$ cat src/rtl/io_dev_pkg.sv
// Shared constants for the IO responder: bus qualifiers, register map,
// timer control bit positions and UART transmitter states.
package io_dev_pkg;

   localparam logic        RAM_ENABLE = 1'b1;
   localparam logic        RAM_WRITE  = 1'b1;
   localparam logic [31:0] ZERO       = 32'h0000_0000;

   // Register indices are ioAddr[7:2].
   localparam logic [5:0] REG_LED   = 6'h00;
   localparam logic [5:0] REG_SW    = 6'h01;
   localparam logic [5:0] REG_TCNT  = 6'h02;
   localparam logic [5:0] REG_TCMP  = 6'h03;
   localparam logic [5:0] REG_TCTRL = 6'h04;
   localparam logic [5:0] REG_UART  = 6'h05;

   localparam int TCTRL_EN   = 0;
   localparam int TCTRL_AR   = 1;
   localparam int TCTRL_IE   = 2;
   localparam int TCTRL_FLAG = 8;

   localparam logic [31:0] TCMP_RESET = 32'hFFFF_FFFF;

   typedef struct packed {
      logic irq_en;
      logic auto_reload;
      logic en;
   } tctrl_t;

   typedef enum logic [1:0] {
      UART_IDLE  = 2'd0,
      UART_START = 2'd1,
      UART_DATA  = 2'd2,
      UART_STOP  = 2'd3
   } uart_state_t;

   function automatic logic [5:0] reg_idx(input logic [31:0] addr);
      return addr[7:2];
   endfunction

endpackage

$ cat src/rtl/io_dev_uart_tx.sv
// 8N1 serial transmitter: one start bit, eight data bits LSB first, one stop bit.
//
// state | meaning
// IDLE  | line high, waiting for start
// START | start bit (low) for CLK_DIV cycles
// DATA  | shift[0] on the line, 8 bits of CLK_DIV cycles each
// STOP  | stop bit (high) for CLK_DIV cycles, then back to IDLE
module uart_tx
   import io_dev_pkg::*;
#(
   parameter int CLK_DIV = 434
) (
   input  logic       clk,
   input  logic       rst,
   input  logic       start,
   input  logic [7:0] data,
   output logic       busy,
   output logic       tx
);

   localparam int               CNT_W    = (CLK_DIV > 2) ? $clog2(CLK_DIV) : 1;
   localparam logic [CNT_W-1:0] CNT_LAST = CNT_W'(CLK_DIV - 1);

   uart_state_t      state, state_nx;
   logic [CNT_W-1:0] cnt, cnt_nx;
   logic [2:0]       bit_cnt, bit_nx;
   logic [7:0]       shift, shift_nx;
   logic             tx_nx;

   always_ff @(posedge clk or negedge rst) begin
      if (!rst) begin
         state   <= UART_IDLE;
         cnt     <= '0;
         bit_cnt <= '0;
         shift   <= '0;
         tx      <= 1'b1;
      end else begin
         state   <= state_nx;
         cnt     <= cnt_nx;
         bit_cnt <= bit_nx;
         shift   <= shift_nx;
         tx      <= tx_nx;
      end
   end

   always_comb begin
      state_nx = state;
      cnt_nx   = cnt;
      bit_nx   = bit_cnt;
      shift_nx = shift;
      case (state)
         UART_IDLE: begin
            if (start) begin
               state_nx = UART_START;
               shift_nx = data;
               bit_nx   = '0;
               cnt_nx   = '0;
            end
         end
         UART_START: begin
            if (cnt == CNT_LAST) begin
               cnt_nx   = '0;
               state_nx = UART_DATA;
            end else begin
               cnt_nx = cnt + CNT_W'(1);
            end
         end
         UART_DATA: begin
            if (cnt == CNT_LAST) begin
               cnt_nx = '0;
               if (bit_cnt == 3'd7) begin
                  state_nx = UART_STOP;
               end else begin
                  bit_nx   = bit_cnt + 3'd1;
                  shift_nx = {1'b0, shift[7:1]};
               end
            end else begin
               cnt_nx = cnt + CNT_W'(1);
            end
         end
         UART_STOP: begin
            if (cnt == CNT_LAST) begin
               cnt_nx   = '0;
               state_nx = UART_IDLE;
            end else begin
               cnt_nx = cnt + CNT_W'(1);
            end
         end
         default: state_nx = UART_IDLE;
      endcase
   end

   // The line level is registered from the next state so uartTx never glitches.
   always_comb begin
      tx_nx = 1'b1;
      case (state_nx)
         UART_START: tx_nx = 1'b0;
         UART_DATA:  tx_nx = shift_nx[0];
         default:    tx_nx = 1'b1;
      endcase
   end

   assign busy = (state != UART_IDLE);

endmodule

$ cat src/rtl/io_dev.sv
// Memory-mapped IO responder: LED register, synchronized switches,
// 32-bit timer with compare interrupt and an 8N1 UART transmitter.
module io_dev
   import io_dev_pkg::*;
#(
   parameter int CLK_DIV = 434,
   parameter int LED_W   = 16
) (
   input  logic             clk,
   input  logic             rst,
   input  logic             ioCe,
   input  logic             ioWe,
   input  logic [31:0]      ioAddr,
   input  logic [31:0]      ioWtData,
   output logic [31:0]      ioRdData,
   input  logic [LED_W-1:0] sw,
   output logic [LED_W-1:0] led,
   output logic             uartTx,
   output logic             irq
);

   logic       access, wr;
   logic [5:0] idx;
   logic       unused_addr;

   assign access      = (ioCe == RAM_ENABLE);
   assign wr          = access && (ioWe == RAM_WRITE);
   assign idx         = reg_idx(ioAddr);
   assign unused_addr = ^{ioAddr[31:8], ioAddr[1:0]};

   logic wr_led, wr_tcnt, wr_tcmp, wr_tctrl, wr_uart;
   assign wr_led   = wr && (idx == REG_LED);
   assign wr_tcnt  = wr && (idx == REG_TCNT);
   assign wr_tcmp  = wr && (idx == REG_TCMP);
   assign wr_tctrl = wr && (idx == REG_TCTRL);
   assign wr_uart  = wr && (idx == REG_UART);

   logic [LED_W-1:0] led_q, sw_meta, sw_sync;
   logic [31:0]      tcnt, tcmp;
   tctrl_t           ctrl;
   logic             flag, irq_q, match, uart_busy;

   always_ff @(posedge clk or negedge rst) begin
      if (!rst) begin
         led_q   <= '0;
         sw_meta <= '0;
         sw_sync <= '0;
      end else begin
         sw_meta <= sw;
         sw_sync <= sw_meta;
         if (wr_led)
            led_q <= ioWtData[LED_W-1:0];
      end
   end

   assign match = ctrl.en && (tcnt == tcmp);

   // Software write to TCNT overrides both reload and increment.
   always_ff @(posedge clk or negedge rst) begin
      if (!rst) begin
         tcnt <= '0;
         tcmp <= TCMP_RESET;
         ctrl <= '0;
      end else begin
         if (wr_tcnt)
            tcnt <= ioWtData;
         else if (match && ctrl.auto_reload)
            tcnt <= '0;
         else if (ctrl.en)
            tcnt <= tcnt + 32'd1;
         if (wr_tcmp)
            tcmp <= ioWtData;
         if (wr_tctrl)
            ctrl <= '{irq_en:      ioWtData[TCTRL_IE],
                      auto_reload: ioWtData[TCTRL_AR],
                      en:          ioWtData[TCTRL_EN]};
      end
   end

   // A match in the same cycle as a write-1-to-clear keeps the flag set.
   always_ff @(posedge clk or negedge rst) begin
      if (!rst) begin
         flag  <= 1'b0;
         irq_q <= 1'b0;
      end else begin
         if (match)
            flag <= 1'b1;
         else if (wr_tctrl && ioWtData[TCTRL_FLAG])
            flag <= 1'b0;
         irq_q <= flag & ctrl.irq_en;
      end
   end

   uart_tx #(
      .CLK_DIV (CLK_DIV)
   ) u_uart_tx (
      .clk   (clk),
      .rst   (rst),
      .start (wr_uart),
      .data  (ioWtData[7:0]),
      .busy  (uart_busy),
      .tx    (uartTx)
   );

   always_comb begin
      ioRdData = ZERO;
      if (access) begin
         case (idx)
            REG_LED:   ioRdData = 32'(led_q);
            REG_SW:    ioRdData = 32'(sw_sync);
            REG_TCNT:  ioRdData = tcnt;
            REG_TCMP:  ioRdData = tcmp;
            REG_TCTRL: ioRdData = {23'd0, flag, 5'd0, ctrl.irq_en, ctrl.auto_reload, ctrl.en};
            REG_UART:  ioRdData = {31'd0, uart_busy};
            default:   ioRdData = ZERO;
         endcase
      end
   end

   assign led = led_q;
   assign irq = irq_q;

endmodule

$ cat config.mk
export PLATFORM = sky130hd
export DESIGN_NAME = io_dev
export DESIGN_NICKNAME = d
export VERILOG_FILES = /design/src/rtl/io_dev_pkg.sv /design/src/rtl/io_dev_uart_tx.sv /design/src/rtl/io_dev.sv
export SDC_FILE = /design/constraint.sdc
export NUM_CORES = 1
export LEC_CHECK = 0
export ABC_AREA = 1
export BUFFER_PORTS_ARGS = -buffer_cell sky130_fd_sc_hd__buf_2
export CELL_PAD_IN_SITES_DETAIL_PLACEMENT = 0
export CELL_PAD_IN_SITES_GLOBAL_PLACEMENT = 1
export CORE_MARGIN = 4
export CORE_UTILIZATION = 29
export CTS_BUF_LIST = sky130_fd_sc_hd__clkbuf_8 sky130_fd_sc_hd__clkbuf_16
export DETAILED_ROUTE_END_ITERATION = 7
export PLACE_DENSITY = 0.61
export SLEW_MARGIN = 30
export SYNTH_ARGS = -nofsm -noshare
export SYNTH_HDL_FRONTEND = slang
export SYNTH_SLANG_ARGS = --single-unit
$ cat constraint.sdc
create_clock -name clk -period 3.2 [get_ports clk]
set_input_delay 0.16 -clock clk [delete_from_list [all_inputs] [get_ports clk]]
set_output_delay 0.16 -clock clk [all_outputs]
set_load 0.05 [all_outputs]
---- Word-level counts from Yosys, hierarchy flattened ----
Cells that the tools add are included.
storage, ports and cells
  register bits ........................... 140
  input bits .............................. 84
  output and inout port bits .............. 50
  word-level logic and storage cells ...... 78
cells by class
  add/subtract/negate cells ............... 3
  equal/unequal tests ..................... 16
  mux-type cells .......................... 25
  bitwise logic cells ..................... 1
  reductions and logical operators ........ 17
operators by type and width
  kind                                            number
  one-hot mux 32 bit (6 select lines)             1
  two-way mux 32 bit                              4
  adder 32 x 1 -> 32 bit (second input constant)  1
  == test 32 bit                                  1
  two-way mux 8 bit                               3
  two-way mux 9 bit                               2
  one-hot mux 9 bit (2 select lines)              1
  one-hot mux 8 bit (2 select lines)              1
  == test 6 x 2 -> 1 bit (second input constant)  2
  == test 6 x 3 -> 1 bit (second input constant)  2
  two-way mux 2 bit                               5
  adder 9 x 1 -> 9 bit (second input constant)    1
  == test 9 bit (second input constant)           1
  logical AND 1 bit                               9
  two-way mux 3 bit                               3
  one-hot mux 2 bit (4 select lines)              1
  == test 2 bit (second input constant)           3
  == test 6 x 1 -> 1 bit (second input constant)  1
  logical NOT 6 bit                               1
  one-hot mux 3 bit (2 select lines)              1
  nonzero test 2 bit                              3
  == test 2 x 1 -> 1 bit (second input constant)  2
  != test 2 x 1 -> 1 bit (second input constant)  2
  AND reduction 4 bit                             1
  9 further kinds                                 10

---- Longest topological paths before layout ----
  word-level depth ........................ 6
  gate-level depth with buffers ........... 14
  depth with buffers taken out ............ 13

---- By module ----
Synthesis repeated with hierarchy kept, for this count alone.
second synthesis, totals
  cells, all modules ...................... 1078
  area total of the unflattened synthesis .. 8050.2 µm²
by module, submodules not included
  module   instances  cells each  area each (µm²)  seq. area each (µm²)
  io_dev   1          925         6811.5           2967.8
  uart_tx  1          153         1238.7           576.8

---- Worst setup path after synthesis ----
OpenSTA, ideal clock, no wires.
  path type ............................... input to output
  from .................................... input ioAddr[5]
  to ...................................... output ioRdData[10]
  data arrival time ....................... 2.036 ns
  data required time ...................... 3.040 ns
  setup slack ............................. 1.004 ns
  cell stages on the path ................. 7
  buffers on the path ..................... 1
  cells stage by stage .................... or2_4 nor2_8 nand3_4 clkinv_2 clkbuf_1 nand2_1 a31oi_1
between the ends
  longest elaborated chain between the ends .. 3
  elaborated cells between the ends (all ways) .. 8
  classes of those cells .................. eq/ne: 5; mux: 2; reduce/logical: 1
RTL lines
  item                                                  RTL line       source
  from (decl)                                           io_dev.sv:13   input logic [31:0] ioAddr,
  == test 6 x 3 -> 1 bit, or another cell as far along  io_dev.sv:108  case (idx)
  one-hot mux 32 bit (6 select lines) *                 io_dev.sv:108
  two-way mux 32 bit *                                  io_dev.sv:107  if (access) begin
  to (decl)                                             io_dev.sv:15   output logic [31:0] ioRdData,
Mark *: on every way between the ends. The rest lies on a longest branch, timed or not.

---- Final worst setup path ----
  from .................................... input ioAddr[5]
  to ...................................... output ioRdData[0]
Same word-level chain as after synthesis.

==> impl_metrics.csv <==
group,metric,value,unit
run_status,status,"completed",
critical_path,cpPeakStageDelay,0.43,ns
critical_path,cpMaxStageDelayCell,"clkinv_2",
routing,vias,6959,
placement,dpl.hpwl,17500,microns
synth,synthesis.nets,1110,
routing,avgViaCountPerCell,4.63,
critical_path,critPathTopFamily,"buffers and inverters",
critical_path,ff2ff_path_depth,14,
floorplanning,die_area,0.0299,sq mm
pwr,p_int,3.97,mW
sta,slew_violations,0,
final_layout,final_cell_mix,"nand2_1 (246), inv_1 (151), nor2_1 (122), dfrtp_1 (107), buf_2 (106)",
sta,max_slew_margin,0.541,
sta,fin_crit_sh,0.731,
sta,worst_slew_pin_slew,0.688,ns
final_layout,multi_input_area,0.00352,sq mm
routing,ant_nets,0,
final_layout,final_common_cell,"nand2_1",
final_layout,final.fill_count,2880,
floorplanning,rows,60,
final_layout,drive_gt1_frac,0.193,
floorplanning,die_x,173,microns
sta,fin_tns_setup,0,ns
routing,route.detailed.drc,0,
sta,clock_skew,0.0103,ns
grt,grt_pass1_vias,6882,
floorplanning,ios,134,
synth,yosys_warnings,0,
critical_path,cp_cell_sequence,"buf_2 -> or2_4 -> nor2_8 -> nand3_4 -> clkinv_2 -> a221oi_1 -> a21oi_1 -> buf_2",
critical_path,cp.arrival,2.18,ns
cts,cts_root_buffer,"clkbuf_16",
final_layout,antenna_cells,0,
sta,hold_viol,0,
critical_path,r2r_start,"tcmp[20]",
synth,ys_seq_elements,140,
floorplanning,die_h,173,microns
placement,port_buffers,107,
critical_path,cp.depth,8,
placement,dp_slack,0.903,ns
pwr,cellPowerDensity,666,mW/mm^2
sta,whs,0.0112,ns
flow_run,drv_cap,0,
synth,synth_top_area_frac,0.340,
cts,clkTransAtPathRegs,0.06,ns
cts,cts_resized,0,
critical_path,crit_start,"ioAddr[5]",
final_layout,area_growth_syn_to_layout,22.3,%
min_path,hp-class,"input port to flop",
final_layout,seqCellArea,0.00354,sq mm
grt,antenna_found_initial,0,
routing,wl_per_cell,16.1,microns
cts,cts_buffers,17,
grt,grt_max_degree,73,
cts,cts.path.max_buffers,2,
pwr,ir_drop,0.000309,V
sta,setup_slack,0.862,ns
pwr,p_seq_frac,0.406,
routing,drt_iter0_markers,447,
routing,drt_pre_antenna_iters,5,
sta,finalSetupViolCount,0,
cts,cts_sinks,140,
synth,async_flop_share,1.00,
floorplanning,coreArea,0.0268,sq mm
pwr,power_switching,2.44,mW
pwr,power,6.41,mW
floorplanning,initial_core_util,0.294,
sta,rsz0062_at_grt,"no",
cts,cts_tree,"built",
cts,cts_max_level,4,
critical_path,crit_path_max_fanout,28,
critical_path,endpoint_kind,"output pin",
pwr,swShare,0.380,
synth,synth_area_per_cell,7.71,sq um
critical_path,rrSetupSlack,1.09,ns
synth,seq_area_frac_synth,0.450,
critical_path,cp.required,3.04,ns
routing,wl,24300,microns
grt,grt.overflow.total,0,
synth,synth_top_area_cell,"dfrtp_1",
sta,layout_min_cycle_time,2.34,ns
cts,insertion_delay,0.43,ns
final_layout,final_nets,1239,
pwr,p_leak,4.80,nW
synth,synth_cell_types,46,
critical_path,start_kind,"input port",
pwr,clkPwrFrac,0.313,
critical_path,reg2reg_to,"tcnt[21]",
sta,clock.fmax,428,MHz
grt,grtUsageTotal,0.163,
pwr,pwr-share-comb,0.280,
grt,grt_pass1_wl,39300,microns
synth,synthTopCellsByArea,"dfrtp_1 (34%), nand2_1 (12%), dfstp_2 (11%)",
critical_path,path_class,"input port to output pin",
synth,syn_area,0.00788,sq mm
synth,synth_edf_count,0,
critical_path,crit_end,"ioRdData[0]",
placement,gp_congestion,0.815,
synth,ys.flop_type,"dfrtp_1",
synth,synthCells,1021,
critical_path,path_buf_inv,3,
critical_path,crit_top_cell,"buf_2",
==> power groups by stage <==
| stage | sequential [mW] | combinational [mW] | clock (mW) |
|---|---|---|---|
| 6_report | 2.60 | 1.80 | 2.01 |
| 5_1_grt | 2.67 | 2.06 | 2.13 |
| 4_1_cts | 2.60 | 1.82 | 2.06 |
| 3_5_place_dp | 2.63 | 1.78 | 0 |
| 3_3_place_gp | 2.62 | 1.77 | 0 |
| 2_1_floorplan | 2.48 | 1.40 | 0 |
==> worst min-delay path by stage <==
stage / slack (ns) / end / start / depth (start not counted)
2_1_floorplan: -0.14 / ctrl[0] / rst / 0
3_3_place_gp: 0.24 / sw_meta[11] / rst / 1
3_5_place_dp: 0.24 / led[10] / rst / 1
4_1_cts: 0.003 / tcmp[31] / ioWtData[31] / 3
5_1_grt: 0.005 / tcmp[21] / ioWtData[21] / 2
6_report: 0.01 / tcmp[31] / ioWtData[31] / 3
==> tightest hold or removal path, cell delays in order <==
cell and delay (ns):
buf_2 0.10, inv_1 0.07, o21ai_0 0.09
==> cell usage after synthesis (all sizes together) (6+ instances only) <==
master / n
buf: 27
nand2: 249
nand3: 45
nor3: 16
dfstp: 33
a22oi: 25
dfrtp: 107
nand4: 9
a21oi: 40
clkbuf: 14
a221oi: 12
o22ai: 15
o21ai: 83
a31oi: 6
inv: 151
nor2: 126
xnor2: 8
nand3b: 14
xor2: 22
==> metal layers <==
layer  vias up  GRT usage  wire length [microns]
met5         -          0                      0
met4         0     0.0386                    257
met3        14     0.0332                    985
met2       158      0.246                  10600
met1      3252      0.242                  12400
li1       3535          -                      -
==> logic make-up after synthesis <==
kind of cell / synth area share
AO/OA/AOI/OAI: 0.149
flip-flops: 0.450
multiplexers: 0.00429
XOR/XNOR: 0.0334
AND/OR/NAND/NOR: 0.253
adder cells (fa/ha/maj): 0.00794
buffers and inverters: 0.102
==> area by class of cell <==
type | instances | area share
clock buffers | 18 | 0.0456
repair buffers | 151 | 0.101
clock inverters | 14 | 0.0153
flip-flops and latches | 140 | 0.368
inverters | 153 | 0.0600
multi-input cells | 687 | 0.366
well taps | 341 | 0.0443
==> state kept, by name (all words and copies together) (netlist names) <==
| name | count |
|---|---|
| tcmp | 32 |
| tcnt | 32 |
| led | 16 |
| sw_meta | 16 |
| sw_sync | 16 |
| u_uart_tx.cnt | 9 |
| u_uart_tx.shift | 8 |
| ctrl | 3 |
| u_uart_tx.bit_cnt | 3 |
| u_uart_tx.state | 2 |
| flag | 1 |
| irq | 1 |
| u_uart_tx.tx | 1 |
==> through the flow <==
| stage | util | cell area [sq um] | cells |
|---|---|---|---|
| 2_1_floorplan | - | 7880 | 1021 |
| 3_3_place_gp | 0.326 | 8750 | 1442 |
| 3_5_place_dp | 0.326 | 8750 | 1442 |
| 4_1_cts | 0.359 | 9630 | 1504 |
| 5_1_grt | 0.359 | 9630 | 1504 |
| 6_report | 0.359 | 9630 | 1504 |
==> timing repair <==
action | 4_1_cts | 5_1_grt
setup buffers | 0 | 0
hold endpoints to repair | 96 | 0
hold buffers | 30 | 0
No activity file was read; power rests on OpenSTA's default activity.
